### src/rtl/led_pulse_out.sv
// led_pulse_out
//
// Stretches single-cycle event pulses into human-visible, active-low indicator
// drive. Each channel holds its output low for ON_TICKS ticks per event, then
// high for GAP_TICKS ticks. Events that arrive while a channel is busy are
// counted (saturating at PEND_MAX) and replayed back-to-back after each gap.
//
// Parameters:
//   DIV       clocks per tick period (>= 2)
//   ON_TICKS  ticks the output is held low per event (>= 1)
//   GAP_TICKS ticks the output is held high after each ON interval (>= 1)
//   PEND_MAX  saturation value of the per-channel pending counter (>= 1)
//
// Ports:
//   CLK    system clock
//   RST    asynchronous, active-high reset
//   BIN    event pulses, one bit per channel; each high cycle is one event
//   nLOUT  registered active-low drive; 0 = indicator on

module led_pulse_out #(
   parameter int unsigned DIV       = 1250000,
   parameter int unsigned ON_TICKS  = 8,
   parameter int unsigned GAP_TICKS = 4,
   parameter int unsigned PEND_MAX  = 3
) (
   input  logic       CLK,
   input  logic       RST,
   input  logic [2:0] BIN,
   output logic [2:0] nLOUT
);

   localparam int unsigned TMAX = (ON_TICKS > GAP_TICKS) ? ON_TICKS : GAP_TICKS;
   localparam int unsigned TW   = $clog2(TMAX + 1);
   localparam int unsigned PW   = $clog2(PEND_MAX + 1);

   localparam logic [20:0]   CNT_LAST = 21'(DIV - 1);
   localparam logic [TW-1:0] T_ON     = TW'(ON_TICKS);
   localparam logic [TW-1:0] T_GAP    = TW'(GAP_TICKS);
   localparam logic [TW-1:0] T_ONE    = TW'(1);
   localparam logic [PW-1:0] P_MAX    = PW'(PEND_MAX);

   typedef enum logic [1:0] {
      IDLE = 2'd0,
      ON   = 2'd1,
      GAP  = 2'd2
   } state_t;

   logic [20:0]   cnt;
   logic          tick;
   state_t        state [3];
   logic [TW-1:0] tcnt  [3];
   logic [PW-1:0] pend  [3];

   // Shared tick generator: one pulse every DIV clocks.
   assign tick = (cnt == CNT_LAST);

   always_ff @(posedge CLK or posedge RST) begin
      if (RST) begin
         cnt <= '0;
      end else if (tick) begin
         cnt <= '0;
      end else begin
         cnt <= cnt + 21'd1;
      end
   end

   // Per-channel sequencer; nLOUT is updated alongside the state so it is low
   // exactly while the channel is in ON.
   always_ff @(posedge CLK or posedge RST) begin
      if (RST) begin
         for (int i = 0; i < 3; i++) begin
            state[i] <= IDLE;
            tcnt[i]  <= '0;
            pend[i]  <= '0;
         end
         nLOUT <= 3'b111;
      end else begin
         for (int i = 0; i < 3; i++) begin
            case (state[i])
               IDLE: begin
                  if (BIN[i]) begin
                     state[i] <= ON;
                     tcnt[i]  <= T_ON;
                     nLOUT[i] <= 1'b0;
                  end
               end

               ON: begin
                  // An event on the ON-expiry edge is still queued.
                  if (BIN[i] && pend[i] != P_MAX) begin
                     pend[i] <= pend[i] + 1'b1;
                  end
                  if (tick) begin
                     if (tcnt[i] == T_ONE) begin
                        state[i] <= GAP;
                        tcnt[i]  <= T_GAP;
                        nLOUT[i] <= 1'b1;
                     end else begin
                        tcnt[i] <= tcnt[i] - T_ONE;
                     end
                  end
               end

               GAP: begin
                  if (tick && tcnt[i] == T_ONE) begin
                     if (pend[i] != '0 || BIN[i]) begin
                        state[i] <= ON;
                        tcnt[i]  <= T_ON;
                        nLOUT[i] <= 1'b0;
                        // A fresh event is consumed in place of a queued one.
                        if (!BIN[i]) begin
                           pend[i] <= pend[i] - 1'b1;
                        end
                     end else begin
                        state[i] <= IDLE;
                     end
                  end else begin
                     if (tick) begin
                        tcnt[i] <= tcnt[i] - T_ONE;
                     end
                     if (BIN[i] && pend[i] != P_MAX) begin
                        pend[i] <= pend[i] + 1'b1;
                     end
                  end
               end

               default: begin
                  state[i] <= IDLE;
                  nLOUT[i] <= 1'b1;
               end
            endcase
         end
      end
   end

endmodule

### config.mk
export PLATFORM = sky130hd
export DESIGN_NAME = led_pulse_out
export DESIGN_NICKNAME = d
export VERILOG_FILES = /design/src/rtl/led_pulse_out.sv
export SDC_FILE = /design/constraint.sdc
export NUM_CORES = 1
export LEC_CHECK = 0
export ABC_AREA = 1
export BUFFER_PORTS_ARGS = -buffer_cell sky130_fd_sc_hd__buf_2
export CELL_PAD_IN_SITES_DETAIL_PLACEMENT = 0
export CELL_PAD_IN_SITES_GLOBAL_PLACEMENT = 2
export CORE_MARGIN = 2
export CORE_UTILIZATION = 33
export CTS_CLUSTER_DIAMETER = 60
export DETAILED_ROUTE_END_ITERATION = 8
export PLACE_DENSITY_LB_ADDON = 0.1
export SYNTH_ARGS = -nofsm -noshare
export SYNTH_HDL_FRONTEND = slang
export SYNTH_SLANG_ARGS = --single-unit
### constraint.sdc
create_clock -name CLK -period 1.59 [get_ports CLK]
set_input_delay 0.0795 -clock CLK [delete_from_list [all_inputs] [get_ports CLK]]
set_output_delay 0.0795 -clock CLK [all_outputs]
set_load 0.02 [all_outputs]
==> impl_metrics.ini, run 1 <==
[routing]
wl_mm = 8.655
post-route-drc-count = 0
top_layer = met4
vias_per_cell = 4.518
wl_per_cell_um = 12.26
ant_nets = 0
route.vias.total = 3190
dr.pass1.iters = 4
wl_met3_um = 155
wl_met1_mm = 4.260
wl_met2_mm = 4.146
drt_iter0_markers = 87

[sta]
skew_ns = 0.01001
fin_crit_ns = 1.708
setup_viol = 29
maxSlewViolCount = 0
worstMarginPinSlew_ns = 0.4011
setup_slack_ns = -0.1179
hold_viol_final = 0
slew_headroom_pct = 73.22
fmax_mhz = 585.5
rsz0062_at_grt = yes
fin_crit_sh_pct = 107.4
holdWs_ns = 0.2038

[synth]
synth_seq_cells = 48
synth.top_cell.area_share_pct = 33.49
synth_warnings = 0
synth_edf_count = 0
synth_nets = 492
avgSynthCellArea_um2 = 7.277
synth_cell_types = 29
yosysSeqAreaShare_pct = 35.84
synth-async-reset-ratio_pct = 100.0
synth_area_leaders = dfrtp_1, nand2_1, ha_1, inv_1, nor2_1
dominantRegCellSynth = dfrtp_1
synth_top_area_cell = dfrtp_1
synth_cells = 462
synth_most_common_cell = nand2_1
synth_commonest_cells = nand2_1, inv_1, dfrtp_1, nor2_1
syn_area_um2 = 3362

[min_path]
min_path_type = in2reg

[run_status]
status = finished, violations left
violations = negative setup slack

[critical_path]
max_stage_delay_ns = 0.41
path_max_fanout = 6
cp.required_ns = 1.80
worstPathArrival_ns = 1.92
end_kind = flop
path_cells = ha_4 > nand3_4 > nor2_4 > nand3_4 > nor2_4 > nand2_1 > nand2_2 > inv_2 > nand2_2 > o21ai_1
startpoint_type = flop
worst-setup-path-type = reg2reg
slowest_stage = dfrtp_1

[clocking]
cts_buffers = 5
path_clk_slew_ns = 0.09
cts.sinks = 48
cts_buffer_depth = 2
htreeDepth = 2
cts_tree = done
cts-root-buf = clkbuf_8
clk_latency_ns = 0.32

[grt]
grt_max_degree = 33
grt-ovfl-total = 0
antenna_found_initial = 0
grtUsageTotal_pct = 16.76
grt_pass1_vias = 3130
grt_pass1_wl_mm = 14.81

[place]
gp_congestion = 0.7546
portBuffers = 7
placed_cell_area_um2 = 4150
place_ws_ns = -0.1566
hpwl_mm = 6.484

[cells_and_area]
diodes = 0
final_area_um2 = 4857
drive_above_1_share_pct = 38.74
area_growth_syn_to_layout_pct = 44.47
final_nets = 602
fillers = 1049

[run]
max-cap-violations = 0

[power]
cellLeakagePower_uw = 0.002564
max-vdd-ir-drop_mv = 0.4824
power_density_nw_per_um2 = 869.5

[die]
initial_core_util_pct = 34.24
num_rows = 36
die_y_um = 104.9
io_pins = 8
die_w_um = 104.9
dieArea_um2 = 11010
core_um2 = 9819
[cell usage in the layout, fill, tap and decap left out, types with 4 or more instances in the layout]
cell type	count
a21oi_1	9
buf_2	7
buf_4	84
buf_6	9
clkbuf_8	7
dfrtp_1	44
ha_1	22
inv_1	71
inv_2	11
nand2_1	91
nand2_2	27
nand2_4	6
nand3_1	17
nand3_2	8
nand4_1	20
nor2_1	30
nor2_2	9
nor2_4	15
nor3_1	7
nor3_4	4
o21ai_0	9
o21ai_1	10
o21ai_2	5
or2_2	4
xor2_1	11
[cell type report]
cell class / instances / area [µm²] / share of cell area [%]
clock inverters: 1 / 30.03 / 0.6182
flip-flops and latches: 48 / 1206 / 24.83
multi-input cells: 331 / 2232 / 45.96
inverters: 83 / 314.1 / 6.466
well taps: 133 / 166.4 / 3.426
repair buffers: 103 / 812.0 / 16.72
clock buffers: 7 / 96.34 / 1.984
[path summary, 6_finish.rpt]
| check | from | end | slack (ns) | cells after the start |
|---|---|---|---|---|
| max | cnt[0] | tcnt[3] | -0.12 | 10 |
| min | BIN[0] | pend[4] | 0.20 | 5 |
| max reg2reg | cnt[0] | tcnt[3] | -0.12 | 10 |
| min reg2reg | nLOUT[0] | nLOUT[0] | 0.47 | 2 |
| max in group asynchronous | RST | nLOUT[0] | 0.71 | 4 |
| min in group asynchronous | RST | tcnt[7] | 0.29 | 3 |
[flip-flops by register name, summed over array words and instances, names as in the netlist]
name	flops
cnt	21
nLOUT	3
pend	6
state	6
tcnt	12
[layer usage]
layer / global-route usage [%] / vias up
li1: - / 1680
met1: 22.83 / 1489
met2: 27.88 / 16
met3: 2.620 / 5
met4: 4.000 / 0
met5: 0 / -
[metrics by stage]
stage	TNS, ns	cells	power [µW]	util [%]
6_report	-1.496	706	4223	49.46
5_1_grt	-5.786	706	4561	49.46
4_1_cts	-1.314	697	4151	46.13
3_5_place_dp	-2.629	678	3030	42.27
3_3_place_gp	-2.175	678	3025	42.27
2_1_floorplan	0	462	2518	-
[logic make-up after synthesis]
group                    count (synthesis)  synth area share [%]
adder cells (fa/ha/maj)                 25                 9.304
XOR/XNOR                                15                 3.908
AND/OR/NAND/NOR                        250                 34.95
flip-flops                              48                 35.84
AO/OA/AOI/OAI                           40                 6.401
buffers and inverters                   84                 9.602
[power by group]
part	total, µW	internal (µW)	switching (µW)
logic	1680	744	938
clock network	1010	556	458
registers	1530	1390	141
[repair_timing]
| item | in CTS | in global routing |
|---|---|---|
| gates cloned | 1 | 0 |
| hold endpoints to repair | 15 | 0 |
| setup endpoints to repair | 36 | 42 |
| setup buffers | 9 | 10 |
| resized for setup | 45 | 69 |
| hold buffers | 1 | 0 |
| pin swaps | 30 | 30 |
[worst max-delay path, delay by kind of cell (launching register included)]
family / cells / cell delay, ns
buf+inv: 1 / 0.07
simple gates: 7 / 0.88
flops: 1 / 0.41
compound gates: 1 / 0.05
fa+ha+maj: 1 / 0.18
Power figures use the tool's default switching activity.
==> inputs of run 2 (changes only) <==
Settings changed: RECOVER_POWER from default to 100.
==> impl_metrics.ini, run 2 (synthesized netlist as in run 1, its figures left out) <==
[run_status]
status = finished, violations left
violations = negative setup slack

[die]
die_y_um = 104.9
num_rows = 36
core_um2 = 9819
initial_core_util_pct = 34.24
io_pins = 8
die_w_um = 104.9
dieArea_um2 = 11010

[clocking]
cts-root-buf = clkbuf_8
cts.sinks = 48
cts_tree = done
htreeDepth = 2
cts_buffer_depth = 2
path_clk_slew_ns = 0.09
cts_buffers = 5
clk_latency_ns = 0.32

[critical_path]
max_stage_delay_ns = 0.41
path_cells = ha_4 > nand3_4 > nor2_4 > nand3_4 > nor2_4 > nand2_1 > nand2_2 > inv_2 > nand2_2 > o21ai_1
end_kind = flop
startpoint_type = flop
path_max_fanout = 6
critical_path.top_delay_family = simple AND/OR/NAND/NOR gates
worstPathArrival_ns = 1.92
reg2reg_slack_ns = -0.12
slowest_stage = dfrtp_1
cp.required_ns = 1.80
path_buf_inv = 1
worst-setup-path-type = reg2reg

[power]
clkPwrFrac_pct = 24.0
switching_share_pct = 36.42
combPwrFrac_pct = 39.8
seqPwrFrac_pct = 36.2
cellLeakagePower_uw = 0.002560
max-vdd-ir-drop_mv = 0.4824
p_int_uw = 2683
power_density_nw_per_um2 = 871.0
p_total_uw = 4220
power.switching_uw = 1537

[routing]
vias_per_cell = 4.510
route.vias.total = 3184
post-route-drc-count = 0
wl_mm = 8.660
wl_per_cell_um = 12.27
ant_nets = 0
dr.pass1.iters = 4
drt_iter0_markers = 89

[grt]
antenna_found_initial = 0
grt-ovfl-total = 0
grt_pass1_vias = 3130
grtUsageTotal_pct = 16.76
grt_max_degree = 33
grt_pass1_wl_mm = 14.81

[cells_and_area]
regMostFlops = cnt
reg_top3 = cnt (21), tcnt (12)
largest_register_ffs = 21
fillers = 1050
final_area_um2 = 4845
diodes = 0
final_cell_mix = nand2_1, buf_4, inv_1
area_growth_syn_to_layout_pct = 44.10
final_nets = 602
drive_above_1_share_pct = 38.57
final_cells = 706
layout_commonest_cell = nand2_1

[sta]
rsz0062_at_grt = yes
skew_ns = 0.01002
worstMarginPinSlew_ns = 0.6658
fin_crit_sh_pct = 107.4
fmax_mhz = 585.5
holdWs_ns = 0.2038
setup_slack_ns = -0.1179
setup_viol = 29
hold_viol_final = 0
slew_headroom_pct = 55.56
maxSlewViolCount = 0
fin_crit_ns = 1.708

[min_path]
min_path_type = in2reg

[place]
hpwl_mm = 6.484
dp_cells = 678
gp_congestion = 0.7546
place_ws_ns = -0.1566
portBuffers = 7
placed_cell_area_um2 = 4150

[run]
max-cap-violations = 0
-- run 2: cell types whose count changed in the layout (fill, tap and decap cells not counted), sizes merged --
cell,before,now
buf,102,101
clkbuf,7,8
-- run 2: final timing paths --
kind                           from  endpoint  depth (start not counted)
hold reg to reg            nLOUT[0]  nLOUT[0]                          2
setup reg to reg             cnt[0]   tcnt[3]                         10
hold / removal               BIN[0]   pend[4]                          5
min in group asynchronous       RST   tcnt[7]                          3
max in group asynchronous       RST  nLOUT[0]                          4
setup / recovery             cnt[0]   tcnt[3]                         10
-- run 2: worst min-delay path, cell delays in order --
cell      delay, ns
buf_2          0.09
nor2_1         0.04
nand3b_4       0.15
nand4_1        0.08
nand2_1        0.05
-- run 2: per-stage QoR --
stage	setup TNS, ns	utilization (%)
6_report	-1.503	49.34
5_1_grt	-5.815	49.34
4_1_cts	-1.314	46.13
3_5_place_dp	-2.629	42.27
3_3_place_gp	-2.175	42.27
2_1_floorplan	0	-
-- run 2: cell type report --
class / count / area (µm²) / area share, %
multi-input cells: 331 / 2232 / 46.07
flip-flops and latches: 48 / 1206 / 24.90
repair buffers: 103 / 799.5 / 16.50
inverters: 83 / 314.1 / 6.482
well taps: 133 / 166.4 / 3.435
clock buffers: 7 / 96.34 / 1.989
clock inverters: 1 / 30.03 / 0.6198
-- run 2: power by group through the flow --
stage          registers, µW  clock network (µW)  logic, µW
4_1_cts                 1520                1050       1580
3_3_place_gp            1550                   0       1480
6_report                1530                1010       1680
3_5_place_dp            1550                   0       1480
5_1_grt                 1540                1090       1920
2_1_floorplan           1530                   0        988
-- run 2: what timing repair did --
action                                  4_1_cts  5_1_grt
endpoints found under the setup margin       36       42
endpoints found under the hold margin        15        0
hold buffers                                  1        0
setup buffers                                 9       10
resized for setup                            45       69
pin swaps                                    30       30
cloned                                        1        0
-- run 2: layer usage --
| metal | track usage, % | vias to the layer above | share of wire (%) | wire, µm |
|---|---|---|---|---|
| met4 | 4.000 | 0 | 1.1 | 92 |
| li1 | - | 1682 | - | - |
| met1 | 22.83 | 1483 | 49 | 4276 |
| met2 | 27.88 | 14 | 48 | 4146 |
| met5 | 0 | - | 0 | 0 |
| met3 | 2.620 | 5 | 1.7 | 145 |
